### src/rtl/store_buffer.sv
// Posted-write store buffer: a DEPTH-entry FIFO of {address, data} between the CPU
// store port and data memory, with youngest-match load forwarding.
module store_buffer #(
    parameter int ADDR_W = 8,
    parameter int DATA_W = 8,
    parameter int DEPTH  = 4
) (
    input  logic              clk,
    input  logic              reset,
    input  logic              st_en,
    input  logic [ADDR_W-1:0] st_addr,
    input  logic [DATA_W-1:0] st_data,
    output logic              mem_wr_valid,
    output logic [ADDR_W-1:0] mem_wr_addr,
    output logic [DATA_W-1:0] mem_wr_data,
    input  logic              mem_wr_ready,
    input  logic [ADDR_W-1:0] ld_addr,
    output logic              ld_hit,
    output logic [DATA_W-1:0] ld_data,
    output logic              full,
    output logic              empty,
    output logic              overflow
);

    localparam int PTR_W = $clog2(DEPTH);
    localparam int CNT_W = PTR_W + 1;
    localparam logic [CNT_W-1:0] DEPTH_C = CNT_W'(DEPTH);

    // DEPTH is a power of two, so the natural binary wrap gives DEPTH-1 -> 0.
    function automatic logic [PTR_W-1:0] ptr_inc(input logic [PTR_W-1:0] p);
        return p + PTR_W'(1);
    endfunction

    logic [ADDR_W-1:0] addr_mem_r [DEPTH];
    logic [DATA_W-1:0] data_mem_r [DEPTH];
    logic [PTR_W-1:0]  wr_ptr_r;
    logic [PTR_W-1:0]  rd_ptr_r;
    logic [CNT_W-1:0]  count_r;
    logic              overflow_r;

    logic              empty_s;
    logic              full_s;
    logic              push_s;
    logic              pop_s;
    logic              drop_s;
    logic              hit_s;
    logic              take_s;
    logic [DATA_W-1:0] fwd_data_s;
    logic [PTR_W-1:0]  idx_s;

    assign empty_s = (count_r == {CNT_W{1'b0}});
    assign full_s  = (count_r == DEPTH_C);
    assign pop_s   = ~empty_s & mem_wr_ready;
    assign push_s  = st_en & (~full_s | pop_s);
    assign drop_s  = st_en & full_s & ~pop_s;

    // Entry storage: written on accepted pushes only, never cleared.
    always_ff @(posedge clk) begin
        if (reset && push_s) begin
            addr_mem_r[wr_ptr_r] <= st_addr;
            data_mem_r[wr_ptr_r] <= st_data;
        end
    end

    // Pointer, occupancy and sticky overflow state.
    always_ff @(posedge clk) begin
        if (!reset) begin
            wr_ptr_r   <= {PTR_W{1'b0}};
            rd_ptr_r   <= {PTR_W{1'b0}};
            count_r    <= {CNT_W{1'b0}};
            overflow_r <= 1'b0;
        end else begin
            if (push_s) begin
                wr_ptr_r <= ptr_inc(wr_ptr_r);
            end else begin
                wr_ptr_r <= wr_ptr_r;
            end
            if (pop_s) begin
                rd_ptr_r <= ptr_inc(rd_ptr_r);
            end else begin
                rd_ptr_r <= rd_ptr_r;
            end
            case ({push_s, pop_s})
                2'b10:   count_r <= count_r + CNT_W'(1);
                2'b01:   count_r <= count_r - CNT_W'(1);
                default: count_r <= count_r;
            endcase
            overflow_r <= overflow_r | drop_s;
        end
    end

    // Forwarding scan from youngest to oldest; the first match wins.
    always_comb begin
        hit_s      = 1'b0;
        take_s     = 1'b0;
        fwd_data_s = {DATA_W{1'b0}};
        idx_s      = {PTR_W{1'b0}};
        for (int i = 0; i < DEPTH; i++) begin
            idx_s      = wr_ptr_r - PTR_W'(i + 1);
            take_s     = ~hit_s && (CNT_W'(i) < count_r) && (addr_mem_r[idx_s] == ld_addr);
            fwd_data_s = take_s ? data_mem_r[idx_s] : fwd_data_s;
            hit_s      = hit_s | take_s;
        end
    end

    assign mem_wr_valid = ~empty_s;
    assign mem_wr_addr  = addr_mem_r[rd_ptr_r];
    assign mem_wr_data  = data_mem_r[rd_ptr_r];
    assign ld_hit       = hit_s;
    assign ld_data      = fwd_data_s;
    assign full         = full_s;
    assign empty        = empty_s;
    assign overflow     = overflow_r;

endmodule

### config.mk
export PLATFORM = sky130hd
export DESIGN_NAME = store_buffer
export DESIGN_NICKNAME = d
export VERILOG_FILES = /design/src/rtl/store_buffer.sv
export SDC_FILE = /design/constraint.sdc
export NUM_CORES = 1
export LEC_CHECK = 0
export BUFFER_PORTS_ARGS = -buffer_cell sky130_fd_sc_hd__buf_2
export CAP_MARGIN = 20
export CORE_MARGIN = 5
export CORE_UTILIZATION = 54
export DETAILED_ROUTE_END_ITERATION = 16
export GPL_ROUTABILITY_DRIVEN = 0
export PLACE_DENSITY = 0.77
export SYNTH_ARGS = -nofsm -noshare
export SYNTH_HDL_FRONTEND = slang
export SYNTH_SLANG_ARGS = --single-unit
### constraint.sdc
create_clock -name clk -period 3.6 [get_ports clk]
set_clock_uncertainty 0.05 [all_clocks]
set_input_delay 0.36 -clock clk [delete_from_list [all_inputs] [get_ports clk]]
set_output_delay 0.36 -clock clk [all_outputs]
set_load 0.01 [all_outputs]
# After elaboration in Yosys (flattened, before gate mapping)
# Memories as Yosys holds them, arrays and structs flattened. A register that Yosys moved wholly into a read port is not among the register bits.
# Cells that the tools add are included.
# word_totals
regBits	8
mem_bits_rw	64
input_bits	28
output_inout_bits	29
n_memories	2
# classes
n_addsub	7
order_cmp	4
eq_ne	7
muxes	15
bitwise_logic	15
n_reduce_logical	10
# mem_list
name	depth	word_bits	rd	rd_clocked_by_memory_dff	wr	line	rtl
addr_mem_r	4	8	5	2	1	34	logic [ADDR_W-1:0] addr_mem_r [DEPTH];
data_mem_r	4	8	5	2	1	35	logic [DATA_W-1:0] data_mem_r [DEPTH];
# op_table
op	n
== test 8 bit	4
2-to-1 mux 8 bit	4
2-to-1 mux 2 bit	8
logical AND 1 bit	8
less-than comparator 1 x 3 -> 1 bit, first input constant	2
less-than comparator 2 x 3 -> 1 bit, first input constant	2
NOT 1 bit	6
one-hot mux 3 bit (2 select lines)	1
OR 1 bit	5
adder 2 x 1 -> 2 bit, second input constant	2
bitwise AND 1 bit	4
subtractor 2 bit, second input constant	2
adder 3 x 1 -> 3 bit, second input constant	1
== test 3 bit, second input constant	1
zero test 3 bit	1
subtractor 3 x 1 -> 3 bit, second input constant	1
== test 2 x 1 -> 1 bit, second input constant	1
== test 2 bit, second input constant	1
2-to-1 mux 1 bit	2
nonzero test 2 bit	1
subtractor 2 x 1 -> 2 bit, second input constant	1

# Logic depth before layout (Yosys ltp)
# An unclocked memory read counts as a cell.
# logic_depth
ltp_word	16
ltp_mapped	15

# Worst setup path after synthesis
# No wires, ideal clock.
# synth_timing
path_type	register -> output
start	register wr_ptr_r[0]
end	output ld_data[0]
t_arrival_ns	3.443
path_slack_ns	-0.253
path_stages_with_launch	15
path_cell_list	dfxtp_1 > buf_6 > buf_6 > buf_2 > buf_2 > inv_1 > ha_1 > clkbuf_1 > mux4_2 > xor2_1 > nor3_1 > nand3_1 > or3_1 > a22oi_1 > a21o_1
# synth_via
elab_chain_cells	16
word_cells_on_any_way	24
cone_classes	add/sub (3); eq/ne (3); mux (4); bitwise (5); reduce/logical (7); memory (2)
# synth_rtl
item	line	rtl
start, declared	36	logic [PTR_W-1:0] wr_ptr_r;
start signal, assigned	68	wr_ptr_r <= {PTR_W{1'b0}};
start signal, assigned	74	wr_ptr_r <= ptr_inc(wr_ptr_r);
start signal, assigned	76	wr_ptr_r <= wr_ptr_r;
subtractor 2 x 1 -> 2 bit	99	idx_s = wr_ptr_r - PTR_W'(i + 1);
memory read (4 x 8 bit)	n/a	
== test 8 bit	100	take_s = ~hit_s && (CNT_W'(i) < count_r) && (addr_mem_r[idx_s] == ld_addr);
logical AND 1 bit	100	
NOT 1 bit	100	
logical AND 1 bit (2 in series)	100	
OR 1 bit	102	hit_s = hit_s | take_s;
NOT 1 bit	100	
logical AND 1 bit (2 in series)	100	
OR 1 bit	102	
NOT 1 bit	100	
logical AND 1 bit (2 in series)	100	
2-to-1 mux 8 bit (*)	101	fwd_data_s = take_s ? data_mem_r[idx_s] : fwd_data_s;
end, declared	19	output logic [DATA_W-1:0] ld_data,
# Mark *: on every way between the ends. The rest lies on a longest branch, timed or not.

==> results.yml <==
worst_hold_path:
  min_from: "st_data[6]"
  min_path_type: "primary input to flip-flop"
power:
  p_leak_nw: 2.02
  power.density_mw_per_mm2: 475
  p_switching_mw: 0.955
  p_sw_share_pct: 34.3
  internal_power_mw: 1.83
  power_frac_comb_pct: 35.9
  power_frac_clock_pct: 23.7
  irDropWorstVdd_mv: 0.310
  power.share.sequential_pct: 40.5
layout:
  diodes: 0
  area_delta_synth_final_pct: 13.9
  drive_gt1_share_pct: 34.8
  layout.nets: 485
route:
  routedWlPerCell_um: 21.0
  drt-total-wl_um: 12200
  ant_nets: 0
  first_pass_iters: 5
  num_vias: 3650
  drc_errors: 0
  via_per_inst: 6.26
  first_iter_violations: 220
yosys:
  yosysMostFrequentCell: "edfxtp_1"
  yosysSeqAreaShare_pct: 42.0
  synth_fp_nets: 431
  synth_commonest_cells: "64 x edfxtp_1, 44 x mux4_2, 34 x mux2i_1, 29 x xnor2_1, 21 x nand2_1"
  avgSynthCellArea_um2: 13.0
  synth_area_leaders: "edfxtp_1 37%, mux4_2 19%, mux2i_1 6.6%"
  synth_area_leader_cell: "edfxtp_1"
  yosysTopAreaCellShare_pct: 37.4
  synth_ff_type: "edfxtp_1"
  synthCells: 395
  synth_area_mm2: 0.00514
  ys_ff_latch: 76
  ys.warnings.count: 0
  synth_edf_count: 64
  synth_cell_type_count: 43
  async_flop_share_pct: 0
sta:
  hold_viol_final: 0
  max_freq_ghz: 0.291
  setup_ws_ns: 0.162
  post-route-period-util_pct: 95.5
  setup_violations: 0
  tns_ns: 0
  worst_slew_pin_slew_ns: 0.988
  finalMaxSlewViolations: 0
  min_period_ns: 3.44
  max_slew_margin_pct: 34.0
  rsz0062_at_grt: "no"
critical_path:
  cp_cell_sequence: "mux4_2 > xor2_1 > nor4_1 > and3_1 > nand4_2 > nor4b_4 > buf_4 > nand2_1 > o21ai_1 > buf_2"
  required_ns: 3.19
  worst_path_max_delay_cell: "mux4_2"
  cp.buffers_inverters: 2
  worstPathArrival_ns: 3.03
  cp_max_fo: 6
  r2r-start: "count_r[0]$_SDFFE_PN0P_"
  cp-end-kind: "primary output"
  setup.worst_path.start_class: "flip-flop"
  crit_type: "flip-flop to primary output"
  critical_path.max_stage_delay_ns: 0.52
  cp_top_family: "simple AND/OR/NAND/NOR gates"
status:
  outcome: "complete, no violations"
global_routing:
  grt_pass1_vias: 3688
  grt_usage_pct: 22.4
  antenna_found_initial: 0
  grt_overflow: 0
  grt_max_degree: 31
  grt_first_pass_wirelength_um: 19800
placement:
  post-place-ws_ns: 0.229
  io_buffers: 56
  dpl.hpwl_um: 8380
clock_tree:
  cts_tree: "yes"
  hold_buffers: 0
  clkSlewWorstSetupHoldPaths_ns: 0.09
  h-tree-depth: 3
  cts_buffers: 9
  clk_latency_ns: 0.34
  cts_buffer_depth: 2
  cts-root-buf: "clkbuf_8"
  cts_sinks: 76
die:
  ios: 57
  die_w_um: 108
  core_area_mm2: 0.00928
  die_y_um: 108
  start_util_pct: 55.4
  die_area_mm2: 0.0116
  fp-row-count: 35
flow_run:
  max_cap_violations: 0
## flip-flops by register name, summed over array words and instances, names as in the netlist, named ones only
| register | count |
|---|---|
| addr_mem_r | 32 |
| data_mem_r | 32 |
| count_r | 3 |
| rd_ptr_r | 2 |
| wr_ptr_r | 2 |
| overflow | 1 |
## area by class of cell
| cell class | instances | area (um^2) |
|---|---|---|
| clock buffers | 9 | 124 |
| flip-flops and latches | 76 | 2170 |
| multi-input cells | 277 | 2830 |
| well taps | 129 | 161 |
| fillers | 723 | 3430 |
| inverters | 11 | 41.3 |
| repair buffers | 74 | 452 |
| clock inverters | 7 | 76.3 |
## path summary, 6_finish.rpt
check,depth (start not counted),slack [ns],endpoint
worst max-delay path,10,0.16,ld_data[1]
worst min-delay path,1,0.17,data_mem_r[3][6]$_DFFE_PP_
worst max register to register,6,1.00,addr_mem_r[0][4]$_DFFE_PP_
worst min register to register,2,0.44,overflow$_SDFF_PN0_
## power groups by stage
stage | clock network [mW] | logic, mW | registers, mW
6_report | 0.659 | 0.999 | 1.13
4_1_cts | 0.667 | 0.979 | 1.13
2_1_floorplan | 0 | 0.758 | 1.07
3_3_place_gp | 0 | 0.946 | 1.14
3_5_place_dp | 0 | 0.968 | 1.14
5_1_grt | 0.716 | 1.09 | 1.14
## cell families (layout without fill, tap and decap cells)
logic type               Yosys count  in the layout  share of synthesized area (%)
AO/OA/AOI/OAI                     54             54                           7.20
buffers and inverters             42            101                           3.96
adder cells (fa/ha/maj)            8              8                           1.95
AND/OR/NAND/NOR                   81             81                           8.32
multiplexers                      89             89                           28.9
flip-flops                        76             76                           42.0
XOR/XNOR                          45             45                           7.66
## worst register-to-register path, stage by stage, from the launching register on
cell and delay (ns):
dfxtp_1 0.43, inv_1 0.13, ha_1 0.30, nand2_1 0.18
o211ai_1 0.21, nor2_1 0.64, buf_4 0.36
## timing repair
action | CTS | global route
pin swaps | 0 | 2
setup buffers | 0 | 1
gates resized for setup | 5 | 17
setup endpoints to repair | 7 | 8
## metrics by stage
stage          power (mW)  std cells  hold WS [ns]  utilization (%)  cell area [um^2]
6_report             2.78        583         0.173             63.1              5860
5_1_grt              2.94        583         0.158             63.1              5860
4_1_cts              2.77        582         0.165             62.1              5770
3_5_place_dp         2.11        566         0.433             59.9              5560
3_3_place_gp         2.08        566         0.427             59.9              5560
2_1_floorplan        1.83        395         0.409                -              5150
## per-layer routing
layer | vias up | share of wire, % | track usage [%]
li1 | 1633 | - | -
met1 | 1824 | 41 | 30.6
met2 | 172 | 49 | 36.2
met3 | 21 | 7.0 | 4.08
met4 | 0 | 2.4 | 7.57
met5 | - | 0 | 0
## cells in the final DEF, fill, tap and decap left out, drive strengths merged
cell type / count
mux2i: 34
clkinvlp: 1
nand3: 3
nor3: 4
mux4: 46
inv: 12
xor2: 16
nand2b: 3
a21oi: 11
or3: 2
bufinv: 1
a32oi: 1
ha: 8
clkbuf: 9
nor4b: 1
nor4: 7
o211ai: 2
xnor2: 29
nor2: 17
nand4: 3
a22oi: 2
buf: 74
a2111oi: 7
mux2: 9
o22ai: 1
nand2: 21
o221ai: 1
clkinv: 4
and2: 14
a21o: 2
a211oi: 8
dfxtp: 12
nor2b: 4
nand3b: 1
o21ai: 19
and3: 1
edfxtp: 64
Note: power is estimated with default switching activity, not from simulation.
